--- src/rtl/match_scoreboard_if.sv ---
// Bus between full_game's result outputs, the match scoreboard and the display side.
interface match_scoreboard_if #(
  parameter int unsigned SCORE_W = 3
);
  logic               gameover;
  logic               who;
  logic               game_init;
  logic [SCORE_W-1:0] score_a;
  logic [SCORE_W-1:0] score_b;
  logic [SCORE_W:0]   games_played;
  logic               match_over;
  logic               match_winner;

  modport master (
    output gameover, who,
    input  game_init, score_a, score_b, games_played, match_over, match_winner
  );

  modport slave (
    input  gameover, who,
    output game_init, score_a, score_b, games_played, match_over, match_winner
  );
endinterface

--- src/rtl/match_scoreboard.sv ---
// Best-of match scoreboard: tallies full_game results, re-arms the game between
// rounds and declares a match winner once a player reaches WINS_TO_MATCH.
module match_scoreboard #(
  parameter int unsigned WINS_TO_MATCH = 3,
  parameter int unsigned SCORE_W       = 3,
  parameter int unsigned REARM_DELAY   = 4
) (
  input  logic                clk,
  input  logic                init,
  match_scoreboard_if.slave   bus
);

  localparam int unsigned CNT_W = (REARM_DELAY > 1) ? $clog2(REARM_DELAY) : 1;
  localparam logic [CNT_W-1:0]   CNT_LAST  = CNT_W'(REARM_DELAY - 1);
  localparam logic [SCORE_W-1:0] WIN_SCORE = SCORE_W'(WINS_TO_MATCH);

  typedef enum logic [1:0] {
    REARM = 2'd0,
    PLAY  = 2'd1,
    DONE  = 2'd2
  } state_t;

  state_t             state_q, state_d;
  logic [CNT_W-1:0]   cnt_q, cnt_d;
  logic [SCORE_W-1:0] score_a_q, score_a_d;
  logic [SCORE_W-1:0] score_b_q, score_b_d;
  logic [SCORE_W:0]   played_q, played_d;
  logic               over_q, over_d;
  logic               winner_q, winner_d;
  logic               gameover_q;
  logic               rise;
  logic [SCORE_W-1:0] new_score;

  // Edge register starts at 1 so a gameover held through reset is not a new game.
  always_ff @(posedge clk) begin
    if (init) begin
      state_q    <= REARM;
      cnt_q      <= '0;
      score_a_q  <= '0;
      score_b_q  <= '0;
      played_q   <= '0;
      over_q     <= 1'b0;
      winner_q   <= 1'b0;
      gameover_q <= 1'b1;
    end else begin
      state_q    <= state_d;
      cnt_q      <= cnt_d;
      score_a_q  <= score_a_d;
      score_b_q  <= score_b_d;
      played_q   <= played_d;
      over_q     <= over_d;
      winner_q   <= winner_d;
      gameover_q <= bus.gameover;
    end
  end

  always_comb begin
    state_d   = state_q;
    cnt_d     = cnt_q;
    score_a_d = score_a_q;
    score_b_d = score_b_q;
    played_d  = played_q;
    over_d    = over_q;
    winner_d  = winner_q;
    rise      = bus.gameover & ~gameover_q;
    new_score = bus.who ? (score_b_q + SCORE_W'(1)) : (score_a_q + SCORE_W'(1));

    case (state_q)
      REARM: begin
        if (cnt_q == CNT_LAST) begin
          state_d = PLAY;
          cnt_d   = '0;
        end else begin
          cnt_d = cnt_q + CNT_W'(1);
        end
      end
      PLAY: begin
        if (rise) begin
          if (bus.who) begin
            score_b_d = new_score;
          end else begin
            score_a_d = new_score;
          end
          played_d = played_q + (SCORE_W + 1)'(1);
          if (new_score == WIN_SCORE) begin
            state_d  = DONE;
            over_d   = 1'b1;
            winner_d = bus.who;
          end else begin
            state_d = REARM;
          end
        end
      end
      DONE: begin
        state_d = DONE;
      end
      default: begin
        state_d = REARM;
      end
    endcase
  end

  assign bus.game_init    = (state_q == REARM);
  assign bus.score_a      = score_a_q;
  assign bus.score_b      = score_b_q;
  assign bus.games_played = played_q;
  assign bus.match_over   = over_q;
  assign bus.match_winner = winner_q;

endmodule

--- src/flat_wrapper.sv ---
// flat-port wrapper written by rule: the top's interface ports become plain ports
module match_scoreboard_flat 
#(
  parameter int unsigned WINS_TO_MATCH = 3,
  parameter int unsigned SCORE_W       = 3,
  parameter int unsigned REARM_DELAY   = 4
)
  (clk, init, bus_gameover, bus_who, bus_game_init, bus_score_a, bus_score_b, bus_games_played, bus_match_over, bus_match_winner);
  match_scoreboard_if #(.SCORE_W(SCORE_W)) bus_i ();
  input  logic clk;
  input  logic init;
  input wire logic [$bits(bus_i.gameover)-1:0] bus_gameover;
  input wire logic [$bits(bus_i.who)-1:0] bus_who;
  output wire logic [$bits(bus_i.game_init)-1:0] bus_game_init;
  output wire logic [$bits(bus_i.score_a)-1:0] bus_score_a;
  output wire logic [$bits(bus_i.score_b)-1:0] bus_score_b;
  output wire logic [$bits(bus_i.games_played)-1:0] bus_games_played;
  output wire logic [$bits(bus_i.match_over)-1:0] bus_match_over;
  output wire logic [$bits(bus_i.match_winner)-1:0] bus_match_winner;
  assign bus_i.gameover = bus_gameover;
  assign bus_i.who = bus_who;
  assign bus_game_init = bus_i.game_init;
  assign bus_score_a = bus_i.score_a;
  assign bus_score_b = bus_i.score_b;
  assign bus_games_played = bus_i.games_played;
  assign bus_match_over = bus_i.match_over;
  assign bus_match_winner = bus_i.match_winner;
  match_scoreboard #(.WINS_TO_MATCH(WINS_TO_MATCH), .SCORE_W(SCORE_W), .REARM_DELAY(REARM_DELAY)) u_core (.clk(clk), .init(init), .bus(bus_i));
endmodule
--- config.mk ---
export PLATFORM = sky130hd
export DESIGN_NAME = match_scoreboard_flat
export DESIGN_NICKNAME = d
export VERILOG_FILES = /design/src/rtl/match_scoreboard_if.sv /design/src/rtl/match_scoreboard.sv /design/src/flat_wrapper.sv
export SDC_FILE = /design/constraint.sdc
export NUM_CORES = 1
export LEC_CHECK = 0
export ABC_AREA = 1
export BUFFER_PORTS_ARGS = -buffer_cell sky130_fd_sc_hd__buf_4
export CORE_MARGIN = 5
export CORE_UTILIZATION = 55
export DETAILED_ROUTE_END_ITERATION = 16
export PLACE_DENSITY = 0.8
export SYNTH_ARGS = -nofsm -noshare
export SYNTH_HDL_FRONTEND = slang
export SYNTH_SLANG_ARGS = --single-unit
--- constraint.sdc ---
create_clock -name clk -period 2.5 [get_ports clk]
set_input_delay 0.5 -clock clk [delete_from_list [all_inputs] [get_ports clk]]
set_output_delay 0.5 -clock clk [all_outputs]
set_load 0.01 [all_outputs]
==> metrics.md, run 1 <==
| Metric | Value |
|---|---|
| Final instance area | `1000 sq um` |
| Count of non-filler cells in the finished layout | `143` |
| Post-synthesis cell type with the largest combined area | `sky130_fd_sc_hd__dfxtp_1` |
| IO Port Bufs | `16` |
| Class of the tightest hold or removal check | `in2reg` |
| Most common cell in the netlist | `sky130_fd_sc_hd__dfxtp_1` |
| Core Region | `1490 sq um` |
| Distinct cells, synth | `24` |
| Worst hold path cell count | `2` |
| Number of remaining DRC errors | `0` |
| Share of cells above drive strength 1 | `0.346` |
| Synth top area cells | `sky130_fd_sc_hd__dfxtp_1 40%, sky130_fd_sc_hd__nor2_1 6.2%, sky130_fd_sc_hd__a21oi_1 5.9%` |
| Placement row count | `14` |
| Via count of the first global-routing pass | `691` |
| RSZ-0062 raised after global routing | `false` |
| Clock net sink count | `17` |
| Count of flip-flops with a built-in enable after synthesis | `0` |
| Count of buffering cells on the critical path with inverters included | `3` |
| Placer congestion estimate | `0.825` |
| Final critical-path required period | `1.56 ns` |
| Flip-flop cell with the highest count after synthesis | `sky130_fd_sc_hd__dfxtp_1` |
| Instance area after placement | `973 sq um` |
| Ratio of routed vias to standard cells | `4.99` |
| Total via count in the routed design | `714` |
| Number of instances in the placed design | `139` |
| Power per standard cell area | `515 nW/um^2` |
| Total of cells resized after clock tree synthesis | `0` |
| First-pass iteration count of the detailed router | `4` |
| Synthesized instance count | `109` |
| Slowest stage delay, CP | `0.36 ns` |
| Critical setup path kind | `reg2out` |
| Area added between synthesis and finish | `17.5%` |
| Number of endpoints with negative hold slack in the final report | `0` |
| Register area share after synthesis | `0.399` |
| DRT iter0 DRCs | `7` |
| Setup_tns | `0 ns` |
| Io pins | `17` |
| Cell-by-cell trace of the critical path | `inv_1, nand2_1, inv_1, buf_4` |
| Post-synthesis register bit count | `17` |
| Total die area | `2440 sq um` |
| Setup Fix Bufs, Post-CTS | `0` |
| Count of cell instances traversed by the critical path | `4` |
| Highest attainable clock frequency | `643 MHz` |
| Buffers from clock root to sink, at most | `2` |
| Root buffer selected by CTS | `sky130_fd_sc_hd__clkbuf_4` |
| Global routing usage summed across all routing layers | `0.149` |
| Critical Path RT | `2.00 ns` |
| Half-perimeter wire length after placement | `1.23 mm` |
| Fraction of synthesis flops using an asynchronous set or reset pin | `0` |
| Arrival time at the worst endpoint | `1.06 ns` |
| Clock skew | `0.00438 ns` |
| Combined area of all synthesized cells | `852 sq um` |
| Initial antenna violation count | `0` |
| Worst setup EP type | `output pin` |
| R2R depth | `9` |
| Final #Nets | `136` |
| Clock transition at path regs | `0.10 ns` |
| Pwr Total | `516 uW` |
| Max Fanout on Critical Path | `4` |
| Leakage Power | `0.470 nW` |
| Largest net degree at the start of global routing | `12` |
| Gate family responsible for the most delay along the worst path | `flip-flops` |
| Final core occ | `0.672` |
| Horizontal die dimension | `49.4 um` |
| # setup viols final | `0` |
| Hold-fix buffer count after cts | `0` |
| TritonCTS Buffers | `3` |
| Avg Inst Size Synth | `7.82 sq um` |
| Clock tree from TritonCTS | `built` |
| Share of the clock period used by the worst path | `0.622` |
| Die Span Y | `49.4 um` |
| Fraction of post-synthesis cell area in the top cell type by area | `0.399` |
| Headroom to the max-slew limit | `0.754` |
| Number of diodes added for antenna fixing | `0` |
| Slew at the pin with the worst max-slew slack | `0.369 ns` |
| Leading cell types by count after synthesis | `17 x sky130_fd_sc_hd__dfxtp_1, 14 x sky130_fd_sc_hd__nor2_1, 13 x sky130_fd_sc_hd__nand2_1` |
| Final WL | `1.60 mm` |
| Most frequent cell on the critical path | `sky130_fd_sc_hd__inv_1` |
| Initial core utilization | `0.572` |
| Result of the run | `completed` |
| Clock latency of the later-clocked register in the worst-skew pair | `0.29 ns` |
| Number of nets produced by synthesis | `117` |
| Number of maximum-capacitance violations | `0` |
| Number of antenna-violating nets in the routed design | `0` |
| Fin. max-slew vios | `0` |
| Gr ovfl total | `0` |
| Peak supply drop | `356 uV` |
| Sort of element at the start of the critical path | `flop` |
| Average wire per cell in the routed design | `11.2 um` |
| First-pass GRT wire length | `2.84 mm` |
| H-tree lvl count | `1` |
| Number of warnings issued by yosys | `0` |
| CP max stage cell | `sky130_fd_sc_hd__dfxtp_1` |
==> final timing paths <==
check | from | endpoint | slack [ns]
worst max register to register | u_core.bus.score_a[0] | u_core.bus.match_winner | 1.06
worst min register to register | u_core.cnt_q[0] | u_core.cnt_q[0] | 0.48
worst min-delay path | init | u_core.bus.match_over | 0.40
worst max-delay path | u_core.state_q[0] | bus_game_init | 0.94
==> cells in the final DEF, fill, tap and decap left out, types with 2 or more instances in the layout <==
master | Yosys | routed
sky130_fd_sc_hd__a21oi_1 | 10 | 10
sky130_fd_sc_hd__buf_4 | 1 | 16
sky130_fd_sc_hd__clkbuf_4 | 0 | 3
sky130_fd_sc_hd__dfxtp_1 | 17 | 17
sky130_fd_sc_hd__ha_1 | 4 | 4
sky130_fd_sc_hd__inv_1 | 10 | 10
sky130_fd_sc_hd__inv_2 | 5 | 5
sky130_fd_sc_hd__nand2_1 | 13 | 13
sky130_fd_sc_hd__nand2_2 | 7 | 7
sky130_fd_sc_hd__nand3_1 | 5 | 5
sky130_fd_sc_hd__nand3_2 | 2 | 2
sky130_fd_sc_hd__nor2_1 | 14 | 14
sky130_fd_sc_hd__nor2_2 | 2 | 2
sky130_fd_sc_hd__nor2_4 | 2 | 2
sky130_fd_sc_hd__o21ai_0 | 4 | 4
sky130_fd_sc_hd__o21ai_1 | 2 | 2
sky130_fd_sc_hd__o21ai_2 | 3 | 3
==> layout make-up <==
type | instances | area [sq um]
tap | 16 | 20.0
clock inverter | 1 | 5.00
sequential | 17 | 340
timing repair buffer | 16 | 120
clock buffer | 3 | 22.5
inverter | 16 | 62.6
fill | 139 | 488
multi-input combinational | 74 | 430
==> kinds of logic after synthesis <==
family | Yosys count | synth area share
AO/OA/AOI/OAI | 20 | 0.134
XOR/XNOR | 2 | 0.0206
adder cells (fa/ha/maj) | 4 | 0.0587
buffers and inverters | 18 | 0.0955
flip-flops | 17 | 0.399
AND/OR/NAND/NOR | 48 | 0.292
==> where the power goes <==
group / switching (mW) / internal (mW) / leakage [nW] / total (mW)
combinational: 0.0445 / 0.0281 / 0.315 / 0.0726
clock: 0.0906 / 0.0596 / 0.0177 / 0.150
sequential: 0.00876 / 0.285 / 0.138 / 0.293
total: 0.144 / 0.372 / 0.470 / 0.516
==> per-layer routing <==
metal,wire (um),GRT usage,vias to the layer above,part of all wire
met5,0,0,-,0
li1,-,-,382,-
met4,27,0.0942,0,0.017
met3,67,0.0367,4,0.042
met1,715,0.173,316,0.45
met2,787,0.240,12,0.49
==> flip-flops by register name (all words and copies together), names as in the netlist <==
name and flops:
u_core.bus.match_winner 1, u_core.bus.match_over 1, u_core.bus.score_b 3, u_core.bus.score_a 3, u_core.gameover_q 1, u_core.state_q 2, u_core.cnt_q 2, u_core.bus.games_played 4
==> metrics by stage <==
step | worst slack, ns | hold slack, ns
after floorplan | 0.919 | 0.440
after global placement | 0.796 | 0.459
after detailed placement | 0.746 | 0.470
after CTS | 0.933 | 0.398
after global routing | 0.827 | 0.398
final | 0.945 | 0.403
==> worst reg2reg max path, stage by stage (launching register included) <==
cell                      delay (ns)
sky130_fd_sc_hd__dfxtp_1        0.35
sky130_fd_sc_hd__o21ai_0        0.23
sky130_fd_sc_hd__inv_1          0.07
sky130_fd_sc_hd__ha_1           0.22
sky130_fd_sc_hd__inv_1          0.08
sky130_fd_sc_hd__nand3_1        0.09
sky130_fd_sc_hd__nand3_2        0.08
sky130_fd_sc_hd__nor2_2         0.04
sky130_fd_sc_hd__nor2_1         0.11
sky130_fd_sc_hd__nor2_1         0.07
(Power assumes the default switching activity.)
==> run 2: changes to the inputs <==
--- a/config.mk
+++ b/config.mk
@@ -8,9 +8,9 @@
 export ABC_AREA = 1
 export BUFFER_PORTS_ARGS = -buffer_cell sky130_fd_sc_hd__buf_4
 export CORE_MARGIN = 5
-export CORE_UTILIZATION = 55
+export CORE_UTILIZATION = 47
 export DETAILED_ROUTE_END_ITERATION = 16
-export PLACE_DENSITY = 0.8
+export PLACE_DENSITY = 0.73
 export SYNTH_ARGS = -nofsm -noshare
 export SYNTH_HDL_FRONTEND = slang
 export SYNTH_SLANG_ARGS = --single-unit
==> constraint.sdc (replaced) <==
create_clock -name clk -period 1.4 [get_ports clk]
set_input_delay 0.28 -clock clk [delete_from_list [all_inputs] [get_ports clk]]
set_output_delay 0.28 -clock clk [all_outputs]
set_load 0.01 [all_outputs]
==> metrics.md, run 2 (synthesis gave the netlist of run 1 again) <==
| Metric | Value |
|---|---|
| Clock net sink count | `17` |
| Critical Path RT | `1.12 ns` |
| First-pass iteration count of the detailed router | `4` |
| Fin. max-slew vios | `0` |
| Leakage Power | `0.494 nW` |
| Area added between synthesis and finish | `27.0%` |
| Final core occ | `0.627` |
| Initial core utilization | `0.493` |
| Commonest non-fill, non-tap cell in the layout | `sky130_fd_sc_hd__buf_4` |
| Io pins | `17` |
| DRT iter0 DRCs | `5` |
| Number of diodes added for antenna fixing | `0` |
| Number of antenna-violating nets in the routed design | `0` |
| # setup viols final | `0` |
| H-tree lvl count | `1` |
| Clock transition at path regs | `0.10 ns` |
| Commonest cells after routing, fill and taps aside | `21 x sky130_fd_sc_hd__buf_4, 14 x sky130_fd_sc_hd__nor2_1, 14 x sky130_fd_sc_hd__dfxtp_1` |
| Highest attainable clock frequency | `760 MHz` |
| Root buffer selected by CTS | `sky130_fd_sc_hd__clkbuf_4` |
| Peak supply drop | `737 uV` |
| Switching Share | `0.273` |
| Result of the run | `completed` |
| Max Fanout on Critical Path | `4` |
| Power per standard cell area | `852 nW/um^2` |
| Gr ovfl total | `0` |
| Largest net degree at the start of global routing | `12` |
| First-pass GRT wire length | `3.00 mm` |
| Global routing usage summed across all routing layers | `0.145` |
| Clock tree from TritonCTS | `built` |
| Via count of the first global-routing pass | `743` |
| Critical setup path kind | `reg2out` |
| Slack of the critical path | `0.0850 ns` |
| Placer congestion estimate | `0.828` |
| Placement row count | `15` |
| Combinational share of power | `0.151` |
| TritonCTS Buffers | `3` |
| Flip-flop count of the largest register after layout | `4` |
| Share of cells above drive strength 1 | `0.455` |
| Share of the clock period used by the worst path | `0.939` |
| Share of power burned in the clock network | `0.280` |
| Core Region | `1730 sq um` |
| Die Span Y | `52.6 um` |
| Clock latency of the later-clocked register in the worst-skew pair | `0.29 ns` |
| Slew at the pin with the worst max-slew slack | `0.386 ns` |
| Clock skew | `0.00911 ns` |
| Sort of element at the start of the critical path | `flop` |
| Setup slack at placement | `-0.107 ns` |
| Average wire per cell in the routed design | `10.8 um` |
| Half-perimeter wire length after placement | `1.31 mm` |
| Worst setup EP type | `output pin` |
| Final WL | `1.70 mm` |
| Arrival time at the worst endpoint | `1.04 ns` |
| Buffers from clock root to sink, at most | `2` |
| Number of maximum-capacitance violations | `0` |
| Total via count in the routed design | `759` |
| Switching component of the power | `252 uW` |
| Class of the tightest hold or removal check | `in2reg` |
| Final critical-path required period | `1.32 ns` |
| Ratio of routed vias to standard cells | `4.83` |
| Instance area after placement | `1010 sq um` |
| Horizontal die dimension | `52.6 um` |
| Internal Power | `671 uW` |
| Headroom to the max-slew limit | `0.743` |
| Number of remaining DRC errors | `0` |
| Final #Nets | `141` |
| Number of endpoints with negative hold slack in the final report | `0` |
| Final instance area | `1080 sq um` |
| Initial antenna violation count | `0` |
| IO Port Bufs | `16` |
| Total die area | `2760 sq um` |
| Sequential share of power | `0.569` |
## run 2: worst paths after layout
kind,from,to,slack (ns),cells after the start
max,u_core.state_q[0],bus_game_init,0.08,4
min,init,u_core.bus.match_over,0.18,2
max reg2reg,u_core.bus.score_b[0],u_core.bus.match_winner,0.10,11
min reg2reg,u_core.bus.games_played[2],u_core.bus.games_played[2],0.48,2
## run 2: power groups by stage
| stage | Sequential (mW) | Clock (mW) | Combinational [mW] |
|---|---|---|---|
| finish | 0.525 | 0.258 | 0.139 |
| global route | 0.528 | 0.285 | 0.161 |
| CTS | 0.524 | 0.267 | 0.137 |
| detailed placement | 0.535 | 0 | 0.137 |
| global placement | 0.535 | 0 | 0.132 |
| floorplan | 0.533 | 0 | 0.0984 |
## run 2: metrics by stage
step,hold WS (ns),total power [mW],instances,setup TNS (ns)
global route,0.180,0.973,157,-0.0679
detailed placement,0.464,0.672,151,-0.159
global placement,0.461,0.667,151,-0.0579
floorplan,0.349,0.632,109,0
CTS,0.178,0.928,155,0
finish,0.184,0.922,157,0
## run 2: layout make-up
class,count,area (sq um)
fillers,171,644
multi-input cells,74,459
flip-flops and latches,17,344
repair buffers,21,158
inverters,16,62.6
well taps,25,31.3
clock buffers,3,22.5
clock inverters,1,5.00
## run 2: routing by layer
| metal | global-route usage | wire [um] | part of all wire |
|---|---|---|---|
| met1 | 0.164 | 696 | 0.41 |
| met2 | 0.254 | 852 | 0.50 |
| met3 | 0.0541 | 91 | 0.053 |
| met4 | 0.0340 | 59 | 0.035 |
| met5 | 0 | 0 | 0 |
## run 2: repair_timing
item / 4_1_cts / 5_1_grt
pin swaps: 0 / 7
gates resized for setup: 1 / 12
buffers inserted: 0 / 2
endpoints found under the setup margin: 1 / 5
hold buffers: 0 / 0
## run 2: critical path, stage by stage, from the launching register on
cell and delay [ns]:
sky130_fd_sc_hd__dfxtp_1 0.36, sky130_fd_sc_hd__inv_1 0.06, sky130_fd_sc_hd__nand2_1 0.09, sky130_fd_sc_hd__inv_1 0.08
sky130_fd_sc_hd__buf_4 0.15
==> run 3: changes to the inputs <==
--- a/config.mk
+++ b/config.mk
@@ -9,6 +9,7 @@
 export BUFFER_PORTS_ARGS = -buffer_cell sky130_fd_sc_hd__buf_4
 export CORE_MARGIN = 5
 export CORE_UTILIZATION = 47
+export CTS_BUF_LIST = sky130_fd_sc_hd__clkbuf_16
 export DETAILED_ROUTE_END_ITERATION = 16
 export PLACE_DENSITY = 0.73
 export SYNTH_ARGS = -nofsm -noshare
==> metrics.md, run 3 (synthesis gave the netlist of run 1 again) <==
| Metric | Value |
|---|---|
| Number of remaining DRC errors | `0` |
| Ratio of routed vias to standard cells | `4.94` |
| Worst hold margin | `0.237 ns` |
| Critical setup path kind | `reg2reg` |
| Via count of the first global-routing pass | `757` |
| Number of maximum-capacitance violations | `0` |
| Fin. max-slew vios | `0` |
| Worst hold path cell count | `2` |
| Core Region | `1730 sq um` |
| Number of endpoints with negative hold slack in the final report | `0` |
| Clock skew | `0.00431 ns` |
| Power per standard cell area | `1090 nW/um^2` |
| Final WL | `1.73 mm` |
| Share of cells above drive strength 1 | `0.466` |
| Leakage Power | `0.513 nW` |
| Cell-by-cell trace of the critical path | `inv_2, nand2_2, o21ai_2, inv_2, ha_4, inv_2, nand3_1, nand2_2, nand4_1, nand2_1, nor2_1` |
| # setup viols final | `0` |
| Max Fanout on Critical Path | `3` |
| Initial antenna violation count | `0` |
| Most frequent cell on the critical path | `sky130_fd_sc_hd__inv_2` |
| FF-to-FF Start | `u_core.bus.score_b[0]` |
| Initial core utilization | `0.493` |
| Headroom to the max-slew limit | `0.747` |
| Die Span Y | `52.6 um` |
| Horizontal die dimension | `52.6 um` |
| DRT iter0 DRCs | `6` |
| Arrival time at the worst endpoint | `1.42 ns` |
| Average wire per cell in the routed design | `11.1 um` |
| Root buffer selected by CTS | `sky130_fd_sc_hd__clkbuf_16` |
| TritonCTS Buffers | `3` |
| Clock transition at path regs | `0.05 ns` |
| Number of antenna-violating nets in the routed design | `0` |
| H-tree lvl count | `1` |
| Final critical-path required period | `1.28 ns` |
| IO Port Bufs | `16` |
| Clock net sink count | `17` |
| Global routing usage summed across all routing layers | `0.150` |
| Io pins | `17` |
| Half-perimeter wire length after placement | `1.31 mm` |
| Clock tree from TritonCTS | `built` |
| Largest net degree at the start of global routing | `12` |
| Commonest cells after routing, fill and taps aside | `20 x sky130_fd_sc_hd__buf_4, 14 x sky130_fd_sc_hd__nor2_1, 14 x sky130_fd_sc_hd__dfxtp_1` |
| Share of the clock period used by the worst path | `0.912` |
| Total die area | `2760 sq um` |
| First-pass GRT wire length | `3.07 mm` |
| FF-to-FF setup slack | `0.12 ns` |
| Critical Path RT | `1.55 ns` |
| Placement row count | `15` |
| Worst setup EP type | `flop` |
| CP max stage cell | `sky130_fd_sc_hd__dfxtp_2` |
| Slew at the pin with the worst max-slew slack | `0.379 ns` |
| Commonest non-fill, non-tap cell in the layout | `sky130_fd_sc_hd__buf_4` |
| Area added between synthesis and finish | `32.6%` |
| Placer congestion estimate | `0.828` |
| Buffers from clock root to sink, at most | `2` |
| Endpoint of the most critical register-to-register path | `u_core.bus.match_winner` |
| Setup_tns | `0 ns` |
| Peak supply drop | `910 uV` |
| Slowest stage delay, CP | `0.32 ns` |
| First-pass iteration count of the detailed router | `4` |
| Final #Nets | `140` |
| Hold-fix buffer count after cts | `0` |
| Highest attainable clock frequency | `783 MHz` |
| R2R depth | `11` |
| Sort of element at the start of the critical path | `flop` |
| Hold endpoint | `u_core.bus.match_over` |
| Flip-flop count of the largest register after layout | `4` |
| Clock latency of the later-clocked register in the worst-skew pair | `0.25 ns` |
| Startpoint of the lowest-slack hold path | `init` |
| Gr ovfl total | `0` |
| Class of the tightest hold or removal check | `in2reg` |
| Total via count in the routed design | `770` |
| Result of the run | `completed` |
| Pwr Total | `1.23 mW` |
| Number of diodes added for antenna fixing | `0` |
-- run 3: cell count changes in the layout (fill, tap and decap cells not counted) --
| cell | delta |
|---|---|
| sky130_fd_sc_hd__clkbuf_4 | -3 |
| sky130_fd_sc_hd__clkbuf_16 | +3 |
| sky130_fd_sc_hd__nand2_1 | -1 |
| sky130_fd_sc_hd__inv_2 | +1 |
| sky130_fd_sc_hd__nand2_2 | +1 |
| sky130_fd_sc_hd__buf_4 | -1 |
| sky130_fd_sc_hd__inv_1 | -1 |
-- run 3: layer usage --
| layer | vias to the layer above | part of all wire | track usage |
|---|---|---|---|
| met5 | - | 0 | 0 |
| met4 | 0 | 0.028 | 0.0596 |
| met3 | 6 | 0.056 | 0.0456 |
| li1 | 388 | - | - |
| met1 | 356 | 0.39 | 0.166 |
| met2 | 20 | 0.52 | 0.264 |
-- run 3: per-stage QoR --
| step | util | cells | setup slack, ns | area [sq um] |
|---|---|---|---|---|
| 2_1_floorplan | - | 109 | 0.0390 | 852 |
| 3_3_place_gp | 0.583 | 151 | -0.0480 | 1010 |
| 3_5_place_dp | 0.583 | 151 | -0.107 | 1010 |
| 4_1_cts | 0.633 | 155 | 0.0339 | 1090 |
| 5_1_grt | 0.654 | 156 | -0.0115 | 1130 |
| 6_report | 0.654 | 156 | 0.123 | 1130 |
-- run 3: how the worst max path moves through the flow --
stage,startpoint,slack [ns],end
after floorplan,bus_who,0.04,u_core.bus.match_winner
after global placement,bus_who,-0.05,u_core.bus.match_winner
after detailed placement,bus_who,-0.11,u_core.bus.match_winner
after CTS,u_core.bus.score_b[0],0.03,u_core.bus.match_winner
after global routing,u_core.bus.score_b[0],-0.01,u_core.bus.match_winner
final,u_core.bus.score_b[0],0.12,u_core.bus.match_winner
-- run 3: layout make-up --
type / instances / area, sq um
fillers: 161 / 597
multi-input cells: 74 / 462
flip-flops and latches: 17 / 344
repair buffers: 20 / 150
clock buffers: 3 / 75.1
inverters: 16 / 62.6
well taps: 25 / 31.3
clock inverters: 1 / 5.00
-- run 3: power by group --
group | internal, mW | total, mW | switching [mW] | leakage [nW]
combinational | 0.0565 | 0.140 | 0.0839 | 0.333
clock | 0.382 | 0.567 | 0.185 | 0.0409
sequential | 0.509 | 0.526 | 0.0162 | 0.139
total | 0.948 | 1.23 | 0.285 | 0.513
-- run 3: timing repair --
| item | CTS | global route |
|---|---|---|
| setup endpoints to repair | 1 | 5 |
| setup buffers | 0 | 1 |
| gates resized for setup | 2 | 13 |
| cloned | 0 | 0 |
| pin swaps | 0 | 7 |
-- run 3: critical path, delay by kind of cell, from the launching register on --
family / cells / cell delay, ns
adder cells (fa/ha/maj): 1 / 0.17
AND/OR/NAND/NOR: 6 / 0.45
buffers and inverters: 3 / 0.19
AO/OA/AOI/OAI: 1 / 0.07
flip-flops: 1 / 0.32
